### src/rtl/block_accumulator.sv
// block_accumulator
//   Requests one block read from the multiplier (single-cycle EN_blockRead).
//   It then sums the streamed memVal_data words into an ACCW-bit accumulator.
//   The sum, the word count and a timeout flag go downstream over a
//   valid/ready handshake.
//
// Ports
//   clk, rst        clock, synchronous active-high reset
//   start           request a block reduction (sampled only in IDLE)
//   busy            high whenever the FSM is not in IDLE
//   EN_blockRead    one-cycle block-read request
//   VALID_memVal    memVal_data is valid (used only in COLLECT)
//   memVal_data     streamed block word, zero-extended into the sum
//   result_valid    result fields valid; held until result_ready
//   result_ready    downstream accepts the result
//   result_sum      sum of received words, modulo 2^ACCW
//   result_count    number of words received
//   result_err      block ended by timeout (count < 2^LOGDEPTH)
//   result_max/min  running max/min of received words (0 when no words)
//
// Optional feature macro: BLOCK_ACC_MINMAX_EN adds result_max/result_min.
module block_accumulator #(
  parameter int LOGDEPTH = 6,
  parameter int WIDTH    = 32,
  parameter int ACCW     = 40,
  parameter int TIMEOUT  = 16
) (
  input  logic                clk,
  input  logic                rst,
  input  logic                start,
  output logic                busy,
  output logic                EN_blockRead,
  input  logic                VALID_memVal,
  input  logic [WIDTH-1:0]    memVal_data,
  output logic                result_valid,
  input  logic                result_ready,
  output logic [ACCW-1:0]     result_sum,
  output logic [LOGDEPTH:0]   result_count,
  output logic                result_err
`ifdef BLOCK_ACC_MINMAX_EN
  ,
  output logic [WIDTH-1:0]    result_max,
  output logic [WIDTH-1:0]    result_min
`endif
);

  localparam int GAPW = $clog2(TIMEOUT + 1);
  // Count value just before the last word of a full block.
  localparam logic [LOGDEPTH:0] CNT_LAST = (LOGDEPTH+1)'((1 << LOGDEPTH) - 1);
  // Gap value just before the idle cycle that completes the timeout.
  localparam logic [GAPW-1:0]   GAP_LAST = GAPW'(TIMEOUT - 1);

  typedef enum logic [1:0] {IDLE, REQ, COLLECT, HOLD} state_t;

  state_t              r_state;
  logic                r_busy;
  logic                r_en;
  logic                r_vld;
  logic                r_err;
  logic [ACCW-1:0]     r_acc;
  logic [LOGDEPTH:0]   r_cnt;
  logic [GAPW-1:0]     r_gap;
  logic [ACCW-1:0]     r_sum;
  logic [LOGDEPTH:0]   r_rcnt;

  logic [ACCW-1:0]     w_acc_nxt;
  logic [LOGDEPTH:0]   w_cnt_nxt;
  logic                w_full;
  logic                w_tout;

  assign w_acc_nxt = r_acc + ACCW'(memVal_data);
  assign w_cnt_nxt = r_cnt + (LOGDEPTH+1)'(1);
  assign w_full    = (r_cnt == CNT_LAST);
  assign w_tout    = (r_gap == GAP_LAST);

`ifdef BLOCK_ACC_MINMAX_EN
  logic [WIDTH-1:0]    r_max;
  logic [WIDTH-1:0]    r_min;
  logic [WIDTH-1:0]    r_rmax;
  logic [WIDTH-1:0]    r_rmin;
  logic [WIDTH-1:0]    w_max_nxt;
  logic [WIDTH-1:0]    w_min_nxt;

  assign w_max_nxt  = (memVal_data > r_max) ? memVal_data : r_max;
  assign w_min_nxt  = (memVal_data < r_min) ? memVal_data : r_min;
  assign result_max = r_rmax;
  assign result_min = r_rmin;
`endif

  always_ff @(posedge clk) begin
    if (rst) begin
      r_state <= IDLE;
      r_busy  <= 1'b0;
      r_en    <= 1'b0;
      r_vld   <= 1'b0;
      r_err   <= 1'b0;
      r_acc   <= '0;
      r_cnt   <= '0;
      r_gap   <= '0;
      r_sum   <= '0;
      r_rcnt  <= '0;
`ifdef BLOCK_ACC_MINMAX_EN
      r_max   <= '0;
      r_min   <= '0;
      r_rmax  <= '0;
      r_rmin  <= '0;
`endif
    end else begin
      case (r_state)
        IDLE: begin
          if (start) begin
            r_state <= REQ;
            r_busy  <= 1'b1;
            r_en    <= 1'b1;
          end
        end
        REQ: begin
          r_en    <= 1'b0;
          r_acc   <= '0;
          r_cnt   <= '0;
          r_gap   <= '0;
`ifdef BLOCK_ACC_MINMAX_EN
          r_max   <= '0;
          r_min   <= '1;
`endif
          r_state <= COLLECT;
        end
        COLLECT: begin
          if (VALID_memVal) begin
            r_acc <= w_acc_nxt;
            r_cnt <= w_cnt_nxt;
            r_gap <= '0;
`ifdef BLOCK_ACC_MINMAX_EN
            r_max <= w_max_nxt;
            r_min <= w_min_nxt;
`endif
            // Results come from the next-state values so the last word is included.
            if (w_full) begin
              r_state <= HOLD;
              r_vld   <= 1'b1;
              r_sum   <= w_acc_nxt;
              r_rcnt  <= w_cnt_nxt;
              r_err   <= 1'b0;
`ifdef BLOCK_ACC_MINMAX_EN
              r_rmax  <= w_max_nxt;
              r_rmin  <= w_min_nxt;
`endif
            end
          end else begin
            r_gap <= r_gap + GAPW'(1);
            if (w_tout) begin
              r_state <= HOLD;
              r_vld   <= 1'b1;
              r_sum   <= r_acc;
              r_rcnt  <= r_cnt;
              r_err   <= 1'b1;
`ifdef BLOCK_ACC_MINMAX_EN
              // An empty block reports zero rather than the all-ones min seed.
              r_rmax  <= (r_cnt == '0) ? '0 : r_max;
              r_rmin  <= (r_cnt == '0) ? '0 : r_min;
`endif
            end
          end
        end
        HOLD: begin
          if (r_vld && result_ready) begin
            r_state <= IDLE;
            r_vld   <= 1'b0;
            r_busy  <= 1'b0;
          end
        end
        default: r_state <= IDLE;
      endcase
    end
  end

  assign busy         = r_busy;
  assign EN_blockRead = r_en;
  assign result_valid = r_vld;
  assign result_sum   = r_sum;
  assign result_count = r_rcnt;
  assign result_err   = r_err;

endmodule

### config.mk
export PLATFORM = sky130hd
export DESIGN_NAME = block_accumulator
export DESIGN_NICKNAME = d
export VERILOG_FILES = /design/src/rtl/block_accumulator.sv
export SDC_FILE = /design/constraint.sdc
export NUM_CORES = 1
export LEC_CHECK = 0
export BUFFER_PORTS_ARGS = -buffer_cell sky130_fd_sc_hd__buf_2
export CELL_PAD_IN_SITES_DETAIL_PLACEMENT = 1
export CELL_PAD_IN_SITES_GLOBAL_PLACEMENT = 1
export CORE_UTILIZATION = 43
export DETAILED_ROUTE_END_ITERATION = 10
export GPL_TIMING_DRIVEN = 0
export MAX_ROUTING_LAYER = met4
export PLACE_DENSITY_LB_ADDON = 0.1
export SYNTH_ARGS = -nofsm -noshare
export SYNTH_HDL_FRONTEND = slang
export SYNTH_SLANG_ARGS = --single-unit
### constraint.sdc
create_clock -name clk -period 4.24 [get_ports clk]
set_clock_uncertainty 0.05 [all_clocks]
set_input_delay 0.424 -clock clk [delete_from_list [all_inputs] [get_ports clk]]
set_output_delay 0.424 -clock clk [all_outputs]
set_load 0.01 [all_outputs]
# Word level (Yosys, flattened, before mapping)
# Index checks and enable logic that the tools add are counted.
[totals]
rom_bits = 0
memories = 0
ram_bits = 0
inputBits = 37
word_cells = 65
output_inout_bits = 51
latch_bits = 0
regBits = 105
[op_classes]
div = 0
n_shift = 0
mux = 28
n_mul = 0
n_reduce_logical = 13
eq_ne = 11
n_lt_le_gt_ge = 0
n_addsub = 3
bitwise_logic = 0
[op_table]
columns = ["op", "count"]
rows = [
  ["2-to-1 mux 40 bit", 4],
  ["case mux 40 bit (2 select lines)", 1],
  ["adder 40 x 32 -> 40 bit", 1],
  ["2-to-1 mux 7 bit", 4],
  ["case mux 7 bit (2 select lines)", 1],
  ["2-to-1 mux 2 bit", 5],
  ["case mux 5 bit (2 select lines)", 1],
  ["nonzero test 2 bit", 5],
  ["case mux 2 bit (4 select lines)", 1],
  ["AND reduction 4 bit", 2],
  ["adder 7 x 1 -> 7 bit (second input constant)", 1],
  ["equality test 7 x 6 -> 1 bit (second input constant)", 1],
  ["2-to-1 mux 1 bit", 7],
  ["!= test 2 bit (second input constant)", 3],
  ["!= test 3 bit (second input constant)", 2],
  ["case mux 1 bit (2 select lines)", 3],
  ["AND reduction 3 bit", 2],
  ["adder 5 x 1 -> 5 bit (second input constant)", 1],
  ["equality test 5 x 4 -> 1 bit (second input constant)", 1],
  ["2-to-1 mux 5 bit", 1],
  ["equality test 2 bit (second input constant)", 2],
  ["AND reduction 2 bit", 2],
  ["equality test 2 x 1 -> 1 bit (second input constant)", 1],
  ["logical NOT 2 bit", 1],
  ["other kinds (2)", 2],
]

# Logic depth before layout (Yosys ltp)
[depth]
depth_word = 4
depth_mapped = 11
depth_no_buf = 10

# Least setup slack after synthesis
# OpenSTA, ideal clock, no wires.
[synth_path]
kind = "input-to-reg"
startpoint = "input port memVal_data[0]"
endpoint = "register r_acc[36]"
path_slack_ns = 1.145
t_arrival_ns = 2.971
t_required_ns = 4.116
setup_time_ns = 0.074
path_buffers = 0
path_stages = 10
cell_sequence = "ha_1 > fa_1 > a21o_1 > a221oi_1 > o21ai_1 > a31oi_2 > o21ai_1 > a31oi_1 > o211ai_1 > a31oi_1"
[synth_via]
elab_chain_cells = 3
[synth_lines]
columns = ["element", "line", "rtl"]
rows = [
  ["from (decl)", "34", "input logic [WIDTH-1:0] memVal_data,"],
  ["adder 40 x 32 -> 40 bit", "71", "assign w_acc_nxt = r_acc + ACCW'(memVal_data);"],
  ["2-to-1 mux 40 bit", "129", "if (VALID_memVal) begin"],
  ["case mux 40 bit (2 select lines)", "109", "case (r_state)"],
  ["to (signal assigned)", "130", "r_acc <= w_acc_nxt;"],
  ["to (decl)", "60", "logic [ACCW-1:0] r_acc;"],
]
# No other way between the ends. The select of a mux whose other input is x is not followed.
# A chain may end at the register's enable or synchronous reset.

# Worst setup path in the final report
[layout_path]
startpoint = "register r_acc[0]"
endpoint = "register r_acc[34]"
[layout_via]
elab_chain_cells = 3
[layout_lines]
columns = ["element", "line"]
rows = [
  ["adder 40 x 32 -> 40 bit", "71"],
  ["2-to-1 mux 40 bit", "129"],
  ["case mux 40 bit (2 select lines)", "109"],
]
# No other way between the ends. The select of a mux whose other input is x is not followed.

==> impl_metrics.ini <==
[sta]
setup_viol = 0
post-route-min-period_ps = 3880
finalHoldViolCount = 0
rsz0062_at_grt = no
hold_slack_ps = 326
final.period_utilization = 0.915
timing_limited_maximum_frequency_mhz = 258
setup_tns_ps = 0
drv_slew = 0
slew_headroom = 0.383
worst-slew-pin-transition_ps = 925

[worst_setup_path]
timing.reg2reg.worst_path_depth = 10
r2r-end = r_acc[34]
cp_data_arrival_time_ps = 4120
worst_setup_path_start_kind = register
worstSetupEndpointType = register
reg2reg_slack_ps = 360
critPathKind = register to register
path_cells = ha_1 > fa_1 > a21o_1 > a221oi_1 > o21ai_1 > a31oi_2 > o21ai_1 > a31oi_1 > o211ai_1 > a31oi_1
critPathMaxStageDelay_ps = 650
timing.critical_path.required_ps = 4480
critical_path.reg2reg.startpoint = r_acc[0]
slowest_stage = sky130_fd_sc_hd__a31oi_1
critPathMaxFanout = 8

[die]
core_region_area_um2 = 14100
fp-row-count = 43
floorplan.initialDensity = 0.449
dieArea_um2 = 15200
top_level_ports = 88
dieHeight_um = 123
die_wd_um = 123

[power_and_ir_drop]
power_uw = 2870
static_leakage_uw = 0.00309
max-vdd-ir-drop_mv = 0.206
cellPowerDensity_nw_per_um2 = 394

[global_routing]
grt_total_ovfl = 0
grt_first_pass_wirelength_um = 34200
antenna_found_initial = 0
number_of_global_route_vias_before_repair = 6527
grt_start_max_net_pins = 18
track_usage = 0.306

[synth]
synth_cells = 787
synth-async-reset-ratio = 0
synth.yosys.warnings = 0
count_of_flip_flops_with_a_built_in_enable_after_synthesis = 0
netlist-cell-type-count = 60
syn_std_cell_area_um2 = 6320
synthesis.area_per_instance_um2 = 8.04
synth-seq-area-share = 0.332
synthesis.nets = 864
dominantRegCellSynth = sky130_fd_sc_hd__dfxtp_1
ys_seq_elements = 105

[route]
drc_errors = 0
totalWireLength_um = 21700
route.detailed.vias_per_inst = 6.00
initialDrtViolationCount = 345
firstDrtPassIters = 5
wl_per_cell_um = 20.3
vias = 6419
drt.antenna.violating_nets = 0

[clock_network]
clk_pin_slew_ps = 80
clk_root_buffer_cell = sky130_fd_sc_hd__clkbuf_16
numClockSinks = 105
worst_skew_pair.late_latency_ps = 370
postCtsHoldBufs = 0
cts_tree = built
ctsResizeCount = 0
cts.htree.levels = 3
tritoncts.num_buffers = 9
clockBufferDepth = 2
post-cts-setup-buffer-count = 0

[final_layout]
final_layout_size_suffix_gt1_frac = 0.135
fill_cells = 1803
layout.cells.most_common_list = sky130_fd_sc_hd__nor2_1 (117), sky130_fd_sc_hd__dfxtp_1 (105), sky130_fd_sc_hd__buf_2 (88)
insertedDiodeCount = 0
register_area_um2 = 2100
mostFrequentLayoutCell = sky130_fd_sc_hd__nor2_1
syn2layout_area_growth_pct = 15.1
finalInstanceArea_um2 = 7280
multiInputGateArea_um2 = 3950
num-nets-final = 961

[worst_hold_path]
hp-start = result_ready
worst_hold_path_type = input port to register
hold-path-cell-count = 4
timing.hold.worst_endpoint = result_valid

[placed_design]
place_hpwl_um = 16300
io_buffer_count = 86
gpl.final_weighted_congestion = 0.892
place_area_um2 = 6980

[flow_run]
maxCapViolations = 0

[outcome]
run_status = finished clean
[critical path, delay by kind of cell (launching register included)]
kind,cells,cell delay [ps]
AOI/OAI and AO/OA,8,2770
adders and majority gates,2,650
DFF,1,330
[area by class of cell]
| class | instances | area share |
|---|---|---|
| plain buffers | 55 | 0.0298 |
| clock inverters | 6 | 0.00929 |
| inverters | 14 | 0.00722 |
| repair buffers | 86 | 0.0592 |
| multi-input cells | 613 | 0.543 |
| clock buffers | 10 | 0.0315 |
| flip-flops and latches | 105 | 0.289 |
| well taps | 180 | 0.0310 |
[how the worst max path moves through the flow]
stage / from / slack (ps) / cells after the start / endpoint
finish: r_acc[0] / 360 / 10 / r_acc[34]
global route: r_acc[0] / 70 / 10 / r_acc[34]
CTS: r_acc[0] / 350 / 10 / r_acc[34]
detailed placement: memVal_data[0] / 170 / 11 / r_acc[34]
global placement: memVal_data[0] / 260 / 11 / r_acc[38]
floorplan: memVal_data[0] / 1150 / 10 / r_acc[36]
[per-stage QoR]
| stage | utilization | std cells | setup slack, ps |
|---|---|---|---|
| detailed placement | 0.495 | 1053 | 169 |
| finish | 0.516 | 1069 | 359 |
| global route | 0.516 | 1069 | 71.8 |
| floorplan | - | 787 | 1150 |
| global placement | 0.495 | 1053 | 261 |
| CTS | 0.516 | 1069 | 346 |
[power breakdown]
part | internal (uW) | leakage, uW | switching, uW
sequential | 1040 | 0.000847 | 44.2
clock | 461 | 0.000139 | 415
combinational | 297 | 0.00210 | 613
[synth_stat cells (12+ instances only)]
cell / count / area share
sky130_fd_sc_hd__ha_1: 39 / 0.077
sky130_fd_sc_hd__a22oi_1: 26 / 0.031
sky130_fd_sc_hd__o21ai_0: 28 / 0.022
sky130_fd_sc_hd__nand2_1: 66 / 0.039
sky130_fd_sc_hd__inv_1: 14 / 0.0083
sky130_fd_sc_hd__nand3_1: 16 / 0.013
sky130_fd_sc_hd__a31oi_1: 19 / 0.019
sky130_fd_sc_hd__clkbuf_1: 48 / 0.028
sky130_fd_sc_hd__dfxtp_1: 105 / 0.33
sky130_fd_sc_hd__xnor2_1: 20 / 0.028
sky130_fd_sc_hd__a211oi_1: 39 / 0.046
sky130_fd_sc_hd__nor2_1: 117 / 0.069
sky130_fd_sc_hd__a21oi_1: 59 / 0.047
sky130_fd_sc_hd__mux2i_1: 12 / 0.019
sky130_fd_sc_hd__a21o_1: 29 / 0.034
[routing by layer]
layer | GRT usage | up-vias | wire [um]
li1 | - | 3079 | -
met1 | 0.370 | 3154 | 9680
met2 | 0.521 | 148 | 10700
met3 | 0.0466 | 38 | 762
met4 | 0.0986 | 0 | 476
met5 | - | - | 0
[state kept, by name (all words and copies together) (netlist names)]
register and cells:
result_valid 1, r_state 2, r_gap 5, result_err 1, result_sum 40, r_cnt 7
busy 1, EN_blockRead 1, result_count 7, r_acc 40
[cell families (layout without fill, tap and decap cells)]
logic type / after synthesis / after routing / synth area share
adders and majority gates: 40 / 40 / 0.0803
muxes: 15 / 15 / 0.0243
AOI/OAI and AO/OA: 256 / 256 / 0.280
xor gates and xnor gates: 31 / 31 / 0.0429
and+or+nand+nor: 271 / 271 / 0.198
DFF: 105 / 105 / 0.332
buffers and inverters: 69 / 171 / 0.0425
No activity file was read; power rests on OpenSTA's default activity.
